## config.mk

```make
export PLATFORM = sky130hd
export DESIGN_NAME = cci_mpf_shim_vtp_svc_arb_flat
export DESIGN_NICKNAME = d
export VERILOG_FILES = /design/src/rtl/cci_mpf_shim_vtp_svc_arb_if.sv /design/src/rtl/cci_mpf_shim_vtp_svc_arb.sv /design/src/flat_wrapper.sv
export SDC_FILE = /design/constraint.sdc
export NUM_CORES = 1
export LEC_CHECK = 0
export CAP_MARGIN = 20
export CORE_UTILIZATION = 45
export DETAILED_ROUTE_END_ITERATION = 12
export GPL_ROUTABILITY_DRIVEN = 0
export PLACE_DENSITY = 0.77
export REMOVE_ABC_BUFFERS = 1
export SYNTH_ARGS = -nofsm -noshare
export SYNTH_HDL_FRONTEND = slang
export SYNTH_SLANG_ARGS = --single-unit
```

## constraint.sdc

```tcl
create_clock -name clk -period 3.05 [get_ports clk]
set_clock_uncertainty 0.15 [all_clocks]
set_input_delay 0.305 -clock clk [delete_from_list [all_inputs] [get_ports clk]]
set_output_delay 0.305 -clock clk [all_outputs]
set_load 0.01 [all_outputs]
```

## src/rtl/cci_mpf_shim_vtp_svc_arb_if.sv

```systemverilog
// VTP service arbiter bundle: N client lookup ports, one translation-service port, status/stats.
// Latency: none (wires only); the slave modport is the arbiter side, master the environment side.
// Backpressure: client requests use En/Rdy; service requests use En/Rdy; responses are never stalled.
interface cci_mpf_shim_vtp_svc_arb_if #(
  parameter int N_CLIENTS       = 2,
  parameter int N_TAGS          = 16,
  parameter int CLIENT_TAG_BITS = 4,
  parameter int VA_IDX_BITS     = 36,
  parameter int PA_IDX_BITS     = 28
);
  localparam int TAG_BITS = $clog2(N_TAGS);
  localparam int C_REQ_W  = VA_IDX_BITS + 1 + CLIENT_TAG_BITS;
  localparam int C_RSP_W  = PA_IDX_BITS + 1 + CLIENT_TAG_BITS + 1;
  localparam int S_REQ_W  = VA_IDX_BITS + 1 + TAG_BITS;
  localparam int S_RSP_W  = PA_IDX_BITS + 1 + TAG_BITS + 1;

  logic [N_CLIENTS-1:0]              c_lookupEn;
  logic [N_CLIENTS-1:0][C_REQ_W-1:0] c_lookupReq;
  logic [N_CLIENTS-1:0]              c_lookupRdy;
  logic [N_CLIENTS-1:0]              c_rspValid;
  logic [C_RSP_W-1:0]                c_rsp;

  logic                              s_lookupEn;
  logic [S_REQ_W-1:0]                s_lookupReq;
  logic                              s_lookupRdy;
  logic                              s_lookupRspValid;
  logic [S_RSP_W-1:0]                s_lookupRsp;

  logic                              errUnexpectedRsp;
  logic [31:0]                       statNumReqs;
  logic [TAG_BITS:0]                 statPeakInflight;

  modport slave (
    input  c_lookupEn, c_lookupReq, s_lookupRdy, s_lookupRspValid, s_lookupRsp,
    output c_lookupRdy, c_rspValid, c_rsp, s_lookupEn, s_lookupReq,
           errUnexpectedRsp, statNumReqs, statPeakInflight
  );

  modport master (
    output c_lookupEn, c_lookupReq, s_lookupRdy, s_lookupRspValid, s_lookupRsp,
    input  c_lookupRdy, c_rspValid, c_rsp, s_lookupEn, s_lookupReq,
           errUnexpectedRsp, statNumReqs, statPeakInflight
  );
endinterface

```

## src/rtl/cci_mpf_shim_vtp_svc_arb.sv

```systemverilog
// Round-robin arbiter multiplexing N VTP clients onto one translation service with server-side tag remapping.
// Latency: request -> s_lookupEn 1 cycle; service response -> c_rspValid strobe 1 cycle.
// Backpressure: client Rdy drops when no tag is free or the output register is held by s_lookupRdy=0; responses never stall.
// Optional statistics are built when CCI_MPF_SHIM_VTP_SVC_ARB_STATS_EN is defined.
module cci_mpf_shim_vtp_svc_arb #(
  parameter int N_CLIENTS       = 2,
  parameter int N_TAGS          = 16,
  parameter int CLIENT_TAG_BITS = 4,
  parameter int VA_IDX_BITS     = 36,
  parameter int PA_IDX_BITS     = 28
) (
  input  logic                        clk,
  input  logic                        reset_n,
  cci_mpf_shim_vtp_svc_arb_if.slave   bus
);
  localparam int TAG_BITS = $clog2(N_TAGS);
  localparam int CID_W    = (N_CLIENTS > 1) ? $clog2(N_CLIENTS) : 1;
  localparam int C_REQ_W  = VA_IDX_BITS + 1 + CLIENT_TAG_BITS;
  localparam int C_RSP_W  = PA_IDX_BITS + 1 + CLIENT_TAG_BITS + 1;
  localparam int S_REQ_W  = VA_IDX_BITS + 1 + TAG_BITS;
  localparam int S_RSP_W  = PA_IDX_BITS + 1 + TAG_BITS + 1;

  typedef struct packed {
    logic [CID_W-1:0]           client;
    logic [CLIENT_TAG_BITS-1:0] ctag;
  } tag_entry_t;

  // Per-tag owner; validity is governed entirely by free_tags, so no reset is needed.
  tag_entry_t tag_table [N_TAGS];

  logic [N_TAGS-1:0]    free_tags;
  logic [CID_W-1:0]     rr_ptr;
  logic                 run_en;
  logic                 out_vld;
  logic [S_REQ_W-1:0]   out_req;
  logic [N_CLIENTS-1:0] rsp_strobe;
  logic [C_RSP_W-1:0]   rsp_dat;
  logic                 err_sticky;

  logic                 any_free;
  logic [TAG_BITS-1:0]  alloc_tag;
  logic                 grant_vld;
  logic [CID_W-1:0]     grant_id;
  logic [CID_W-1:0]     rr_next;
  logic                 accept;
  logic [N_CLIENTS-1:0] lookup_rdy;
  logic [C_REQ_W-1:0]   sel_req;

  logic [TAG_BITS-1:0]  rsp_tag;
  logic                 rsp_busy;
  logic                 rsp_stray;

  // Lowest-indexed free tag wins allocation.
  always_comb begin
    any_free  = |free_tags;
    alloc_tag = '0;
    for (int t = N_TAGS - 1; t >= 0; t--) begin
      if (free_tags[t]) alloc_tag = TAG_BITS'(t);
    end
  end

  // Round-robin search starting at rr_ptr, which points one past the last grant.
  always_comb begin
    grant_vld = 1'b0;
    grant_id  = '0;
    for (int k = 0; k < N_CLIENTS; k++) begin
      if (!grant_vld && bus.c_lookupEn[(int'(rr_ptr) + k) % N_CLIENTS]) begin
        grant_vld = 1'b1;
        grant_id  = CID_W'((int'(rr_ptr) + k) % N_CLIENTS);
      end
    end
  end

  // Accept only with a free tag and room in (or draining of) the output register.
  always_comb begin
    rr_next    = (grant_id == CID_W'(N_CLIENTS - 1)) ? '0 : grant_id + 1'b1;
    accept     = run_en && grant_vld && any_free && (!out_vld || bus.s_lookupRdy);
    lookup_rdy = accept ? (N_CLIENTS'(1) << grant_id) : '0;
    sel_req    = bus.c_lookupReq[grant_id];
    rsp_tag    = bus.s_lookupRsp[TAG_BITS:1];
    rsp_busy   = bus.s_lookupRspValid && !free_tags[rsp_tag];
    rsp_stray  = bus.s_lookupRspValid &&  free_tags[rsp_tag];
  end

  // Tag bookkeeping, output request register, response register and error flag.
  always_ff @(posedge clk or negedge reset_n) begin
    if (!reset_n) begin
      free_tags  <= '1;
      rr_ptr     <= '0;
      run_en     <= 1'b0;
      out_vld    <= 1'b0;
      out_req    <= '0;
      rsp_strobe <= '0;
      rsp_dat    <= '0;
      err_sticky <= 1'b0;
    end else begin
      run_en <= 1'b1;
      if (accept) begin
        free_tags[alloc_tag] <= 1'b0;
        rr_ptr               <= rr_next;
        out_vld              <= 1'b1;
        out_req              <= {sel_req[C_REQ_W-1:CLIENT_TAG_BITS], alloc_tag};
      end else if (bus.s_lookupRdy) begin
        out_vld <= 1'b0;
      end
      // Freed tag differs from any allocated one, so both updates can land on the same edge.
      if (rsp_busy) begin
        free_tags[rsp_tag] <= 1'b1;
        rsp_dat <= {bus.s_lookupRsp[S_RSP_W-1:TAG_BITS+1], tag_table[rsp_tag].ctag, bus.s_lookupRsp[0]};
      end
      rsp_strobe <= rsp_busy ? (N_CLIENTS'(1) << tag_table[rsp_tag].client) : '0;
      if (rsp_stray) err_sticky <= 1'b1;
    end
  end

  // Record the owner of each newly allocated tag.
  always_ff @(posedge clk) begin
    if (accept) tag_table[alloc_tag] <= '{client: grant_id, ctag: sel_req[CLIENT_TAG_BITS-1:0]};
  end

  assign bus.c_lookupRdy      = lookup_rdy;
  assign bus.c_rspValid       = rsp_strobe;
  assign bus.c_rsp            = rsp_dat;
  assign bus.s_lookupEn       = out_vld;
  assign bus.s_lookupReq      = out_req;
  assign bus.errUnexpectedRsp = err_sticky;

`ifdef CCI_MPF_SHIM_VTP_SVC_ARB_STATS_EN
  logic [31:0]       num_reqs;
  logic [TAG_BITS:0] inflight;
  logic [TAG_BITS:0] inflight_nxt;
  logic [TAG_BITS:0] peak_inflight;

  // Busy-tag count after this edge's allocation and free.
  always_comb begin
    inflight_nxt = inflight + (TAG_BITS+1)'(accept) - (TAG_BITS+1)'(rsp_busy);
  end

  // Saturating request counter and high-water mark of busy tags.
  always_ff @(posedge clk or negedge reset_n) begin
    if (!reset_n) begin
      num_reqs      <= '0;
      inflight      <= '0;
      peak_inflight <= '0;
    end else begin
      if (accept && (num_reqs != 32'hFFFF_FFFF)) num_reqs <= num_reqs + 32'd1;
      inflight <= inflight_nxt;
      if (inflight_nxt > peak_inflight) peak_inflight <= inflight_nxt;
    end
  end

  assign bus.statNumReqs      = num_reqs;
  assign bus.statPeakInflight = peak_inflight;
`else
  assign bus.statNumReqs      = '0;
  assign bus.statPeakInflight = '0;
`endif
endmodule
```

## src/flat_wrapper.sv

```systemverilog
// flat-port wrapper written by rule: the top's interface ports become plain ports
module cci_mpf_shim_vtp_svc_arb_flat 
#(
  parameter int N_CLIENTS       = 2,
  parameter int N_TAGS          = 16,
  parameter int CLIENT_TAG_BITS = 4,
  parameter int VA_IDX_BITS     = 36,
  parameter int PA_IDX_BITS     = 28
)
  (clk, reset_n, bus_c_lookupEn, bus_c_lookupReq, bus_s_lookupRdy, bus_s_lookupRspValid, bus_s_lookupRsp, bus_c_lookupRdy, bus_c_rspValid, bus_c_rsp, bus_s_lookupEn, bus_s_lookupReq, bus_errUnexpectedRsp, bus_statNumReqs, bus_statPeakInflight);
  cci_mpf_shim_vtp_svc_arb_if #(.N_CLIENTS(N_CLIENTS), .N_TAGS(N_TAGS), .CLIENT_TAG_BITS(CLIENT_TAG_BITS), .VA_IDX_BITS(VA_IDX_BITS), .PA_IDX_BITS(PA_IDX_BITS)) bus_i ();
  input  logic clk;
  input  logic reset_n;
  input wire logic [$bits(bus_i.c_lookupEn)-1:0] bus_c_lookupEn;
  input wire logic [$bits(bus_i.c_lookupReq)-1:0] bus_c_lookupReq;
  input wire logic [$bits(bus_i.s_lookupRdy)-1:0] bus_s_lookupRdy;
  input wire logic [$bits(bus_i.s_lookupRspValid)-1:0] bus_s_lookupRspValid;
  input wire logic [$bits(bus_i.s_lookupRsp)-1:0] bus_s_lookupRsp;
  output wire logic [$bits(bus_i.c_lookupRdy)-1:0] bus_c_lookupRdy;
  output wire logic [$bits(bus_i.c_rspValid)-1:0] bus_c_rspValid;
  output wire logic [$bits(bus_i.c_rsp)-1:0] bus_c_rsp;
  output wire logic [$bits(bus_i.s_lookupEn)-1:0] bus_s_lookupEn;
  output wire logic [$bits(bus_i.s_lookupReq)-1:0] bus_s_lookupReq;
  output wire logic [$bits(bus_i.errUnexpectedRsp)-1:0] bus_errUnexpectedRsp;
  output wire logic [$bits(bus_i.statNumReqs)-1:0] bus_statNumReqs;
  output wire logic [$bits(bus_i.statPeakInflight)-1:0] bus_statPeakInflight;
  assign bus_i.c_lookupEn = bus_c_lookupEn;
  assign bus_i.c_lookupReq = bus_c_lookupReq;
  assign bus_i.s_lookupRdy = bus_s_lookupRdy;
  assign bus_i.s_lookupRspValid = bus_s_lookupRspValid;
  assign bus_i.s_lookupRsp = bus_s_lookupRsp;
  assign bus_c_lookupRdy = bus_i.c_lookupRdy;
  assign bus_c_rspValid = bus_i.c_rspValid;
  assign bus_c_rsp = bus_i.c_rsp;
  assign bus_s_lookupEn = bus_i.s_lookupEn;
  assign bus_s_lookupReq = bus_i.s_lookupReq;
  assign bus_errUnexpectedRsp = bus_i.errUnexpectedRsp;
  assign bus_statNumReqs = bus_i.statNumReqs;
  assign bus_statPeakInflight = bus_i.statPeakInflight;
  cci_mpf_shim_vtp_svc_arb #(.N_CLIENTS(N_CLIENTS), .N_TAGS(N_TAGS), .CLIENT_TAG_BITS(CLIENT_TAG_BITS), .VA_IDX_BITS(VA_IDX_BITS), .PA_IDX_BITS(PA_IDX_BITS)) u_core (.clk(clk), .reset_n(reset_n), .bus(bus_i));
endmodule
```

==> flow_summary.toml <==
[global_route]
grt_pass1_wl_um = 28440
grt_antenna_before_repair = 0
grt-ovfl-total = 0
grt_max_degree = 69
grt_use_total_pct = 20.75
grt_pass1_vias = 5518

[synth]
synth-main-ff-cell = "dfrtp_1"
synth_top_area_share_pct = 30.25
synth_most_common_cell = "dfrtp_1"
synth_top_cells_by_area = "edfxtp_1 30%, dfrtp_1 26%, mux4_2 6.5%, dfstp_2 5.3%, mux2i_1 4.8%"
seq_area_frac_synth_pct = 61.07
yosysTopAreaCell = "edfxtp_1"
synthArstFlopShare_pct = 54.80
yosys-top-cells-count = "81 x dfrtp_1, 80 x edfxtp_1, 66 x nand2_1"
yosysWarnings = 0
avgSynthCellArea_um2 = 13.37
synth_edf_count = 80
yosysUniqueCellTypes = 53
synth_cells = 594
synth_seq_cells = 177
synth_area_mm2 = 0.007941

[final_layout]
layout.cells.non_filler = 1049
final_nets = 933
final_util_pct = 62.62
antennaDiodeCount = 0
area_delta_synth_final_pct = 35.92
drive_gt1_share_pct = 16.99
stdcell_area_mm2 = 0.01079

[sta]
fin_crit_ps = 2900
final-setup-viol-count = 0
worstMarginPinSlew_ps = 745.5
rsz0062_at_grt = "no"
slew_headroom_pct = 50.30
fmax_ghz = 0.3448
final_hold_viol_count = 0
fin_setup_tns_ps = 0
report.final.slew_viol_count = 0
finalCritPeriodShare_pct = 95.09

[worst_setup_path]
crit_family = "simple AND/OR/NAND/NOR gates"
crit_start = "u_core.free_tags[3]"
start_kind = "flip-flop"
path_cells = "nor4_4 -> buf_4 -> nand4_1 -> nand2_4 -> nor2_1 -> clkdlybuf4s50_1"
slowest_stage = "clkdlybuf4s50_1"
cp.depth = 6
arrival_ps = 2450
r2r-end = "u_core.tag_table[12][3]"
required_ps = 2590
crit_path_end_kind = "output port"
rr_startpoint = "u_core.free_tags[7]"
critPathKind = "reg2out"
rr_worst_depth = 5
max_stage_delay_ps = 510
path_buf_inv = 2
cp-endpoint = "bus_c_lookupRdy[0]"
path_max_fanout = 12
rrSetupSlack_ps = 320

[floorplanning]
die_w_um = 134.8
core-area_mm2 = 0.01724
io_pins = 240
die_height_um = 134.8
dieArea_mm2 = 0.01818
rows = 48
start_util_pct = 46.07

[power_and_ir_drop]
p_leak_nw = 4.307
power_density_mw_per_mm2 = 732.8
peakVddDrop_uv = 505.1

[drt]
wl_per_cell_um = 17.38
drt_iter0_markers = 340
ant_nets = 0
vias = 5577
remaining_drc_errors = 0
totalWireLength_um = 18230
viasPerCell = 5.316
drtPass1Iterations = 5

[place]
dpl.hpwl_um = 13480
placedCellCount = 1016
port_buffers = 202
dpl-instance-area_mm2 = 0.01018

[cts]
cts_sinks = 177
insertion_delay_ps = 430
post_cts_buffers = 0
cts_tree = "yes"
root_buffer = "clkbuf_16"
cts_max_level = 4
clk_path_buf_depth = 2
clk_pin_slew_ps = 70
cts_made_buffers = 17

[job]
drv_cap = 0

[outcome]
status = "finished clean"

[hold_path]
hold_depth = 1
min_path_type = "reg2reg"
[sequential cells by signal, indices dropped and copies added (netlist names)]
signal and flops:
u_core.bus.s_lookupReq 41, u_core.free_tags 16, u_core.bus.s_lookupEn 1, u_core.tag_table 80, u_core.bus.c_rsp 34, u_core.bus.errUnexpectedRsp 1, u_core.bus.c_rspValid 2, u_core.run_en 1
u_core.rr_ptr 1
[cell usage in the layout, fill, tap and decap left out, types with 23 or more instances in the layout]
cell	instances
buf_4	25
mux2_2	33
clkdlybuf4s50_1	201
dfrtp_1	81
mux2i_1	38
nand2_1	65
nor2_1	27
conb_1	38
o21ai_0	47
edfxtp_1	80
mux4_2	23
[final cells by class]
class | count | area (um2)
clock buffers | 17 | 425.4
clock inverters | 15 | 155.1
fillers | 1264 | 6442
inverters | 14 | 52.55
multi-input cells | 372 | 2780
flip-flops and latches | 177 | 4850
well taps | 225 | 281.5
repair buffers | 229 | 2250
[worst min-delay path by stage]
stage | slack [ps] | start | endpoint
6_report | 310 | u_core.bus.errUnexpectedRsp | u_core.bus.errUnexpectedRsp
5_1_grt | 330 | bus_s_lookupRsp[30] | u_core.bus.c_rsp[30]
4_1_cts | 310 | bus_s_lookupRsp[26] | u_core.bus.c_rsp[26]
3_5_place_dp | 270 | reset_n | u_core.bus.c_rsp[30]
3_3_place_gp | 260 | reset_n | u_core.bus.c_rsp[30]
2_1_floorplan | -140 | reset_n | u_core.bus.c_rspValid[0]
[report_power, final]
part | leakage, nW | total, mW | switching [mW] | internal (mW)
clock | 0.277 | 2.07 | 0.990 | 1.08
sequential | 1.86 | 3.41 | 0.355 | 3.06
combinational | 2.17 | 2.43 | 1.12 | 1.31
total | 4.31 | 7.91 | 2.46 | 5.45
[kinds of logic after synthesis]
logic type | Yosys count | share of synthesized area (%)
other cells | 2 | 0.09457
flops | 177 | 61.07
compound gates | 104 | 8.571
mux | 98 | 16.56
buf+inv | 81 | 6.129
simple gates | 132 | 7.579
[metrics by stage]
step	hold slack (ps)	setup slack, ps	total power [mW]
CTS	310.6	65.06	7.948
floorplan	-140.6	-1641	4.538
detailed placement	267.8	69.66	5.860
global route	334.6	8.592	8.288
finish	311.9	149.9	7.910
global placement	260.4	127.0	5.756
[metal layers]
layer | track usage, % | share of wire [%] | wire (um) | vias up
li1 | - | - | - | 2533
met1 | 24.59 | 38 | 6964 | 2669
met2 | 34.82 | 50 | 9105 | 329
met3 | 5.480 | 9.0 | 1639 | 46
met4 | 10.61 | 2.9 | 521 | 0
met5 | 0 | 0 | 0 | -
[repair_timing]
action,in CTS,in global routing
hold endpoints to repair,39,0
endpoints found under the setup margin,2,2
resized for setup,2,2
hold buffers,1,0
gates cloned,0,0
No activity file was read; power rests on OpenSTA's default activity.
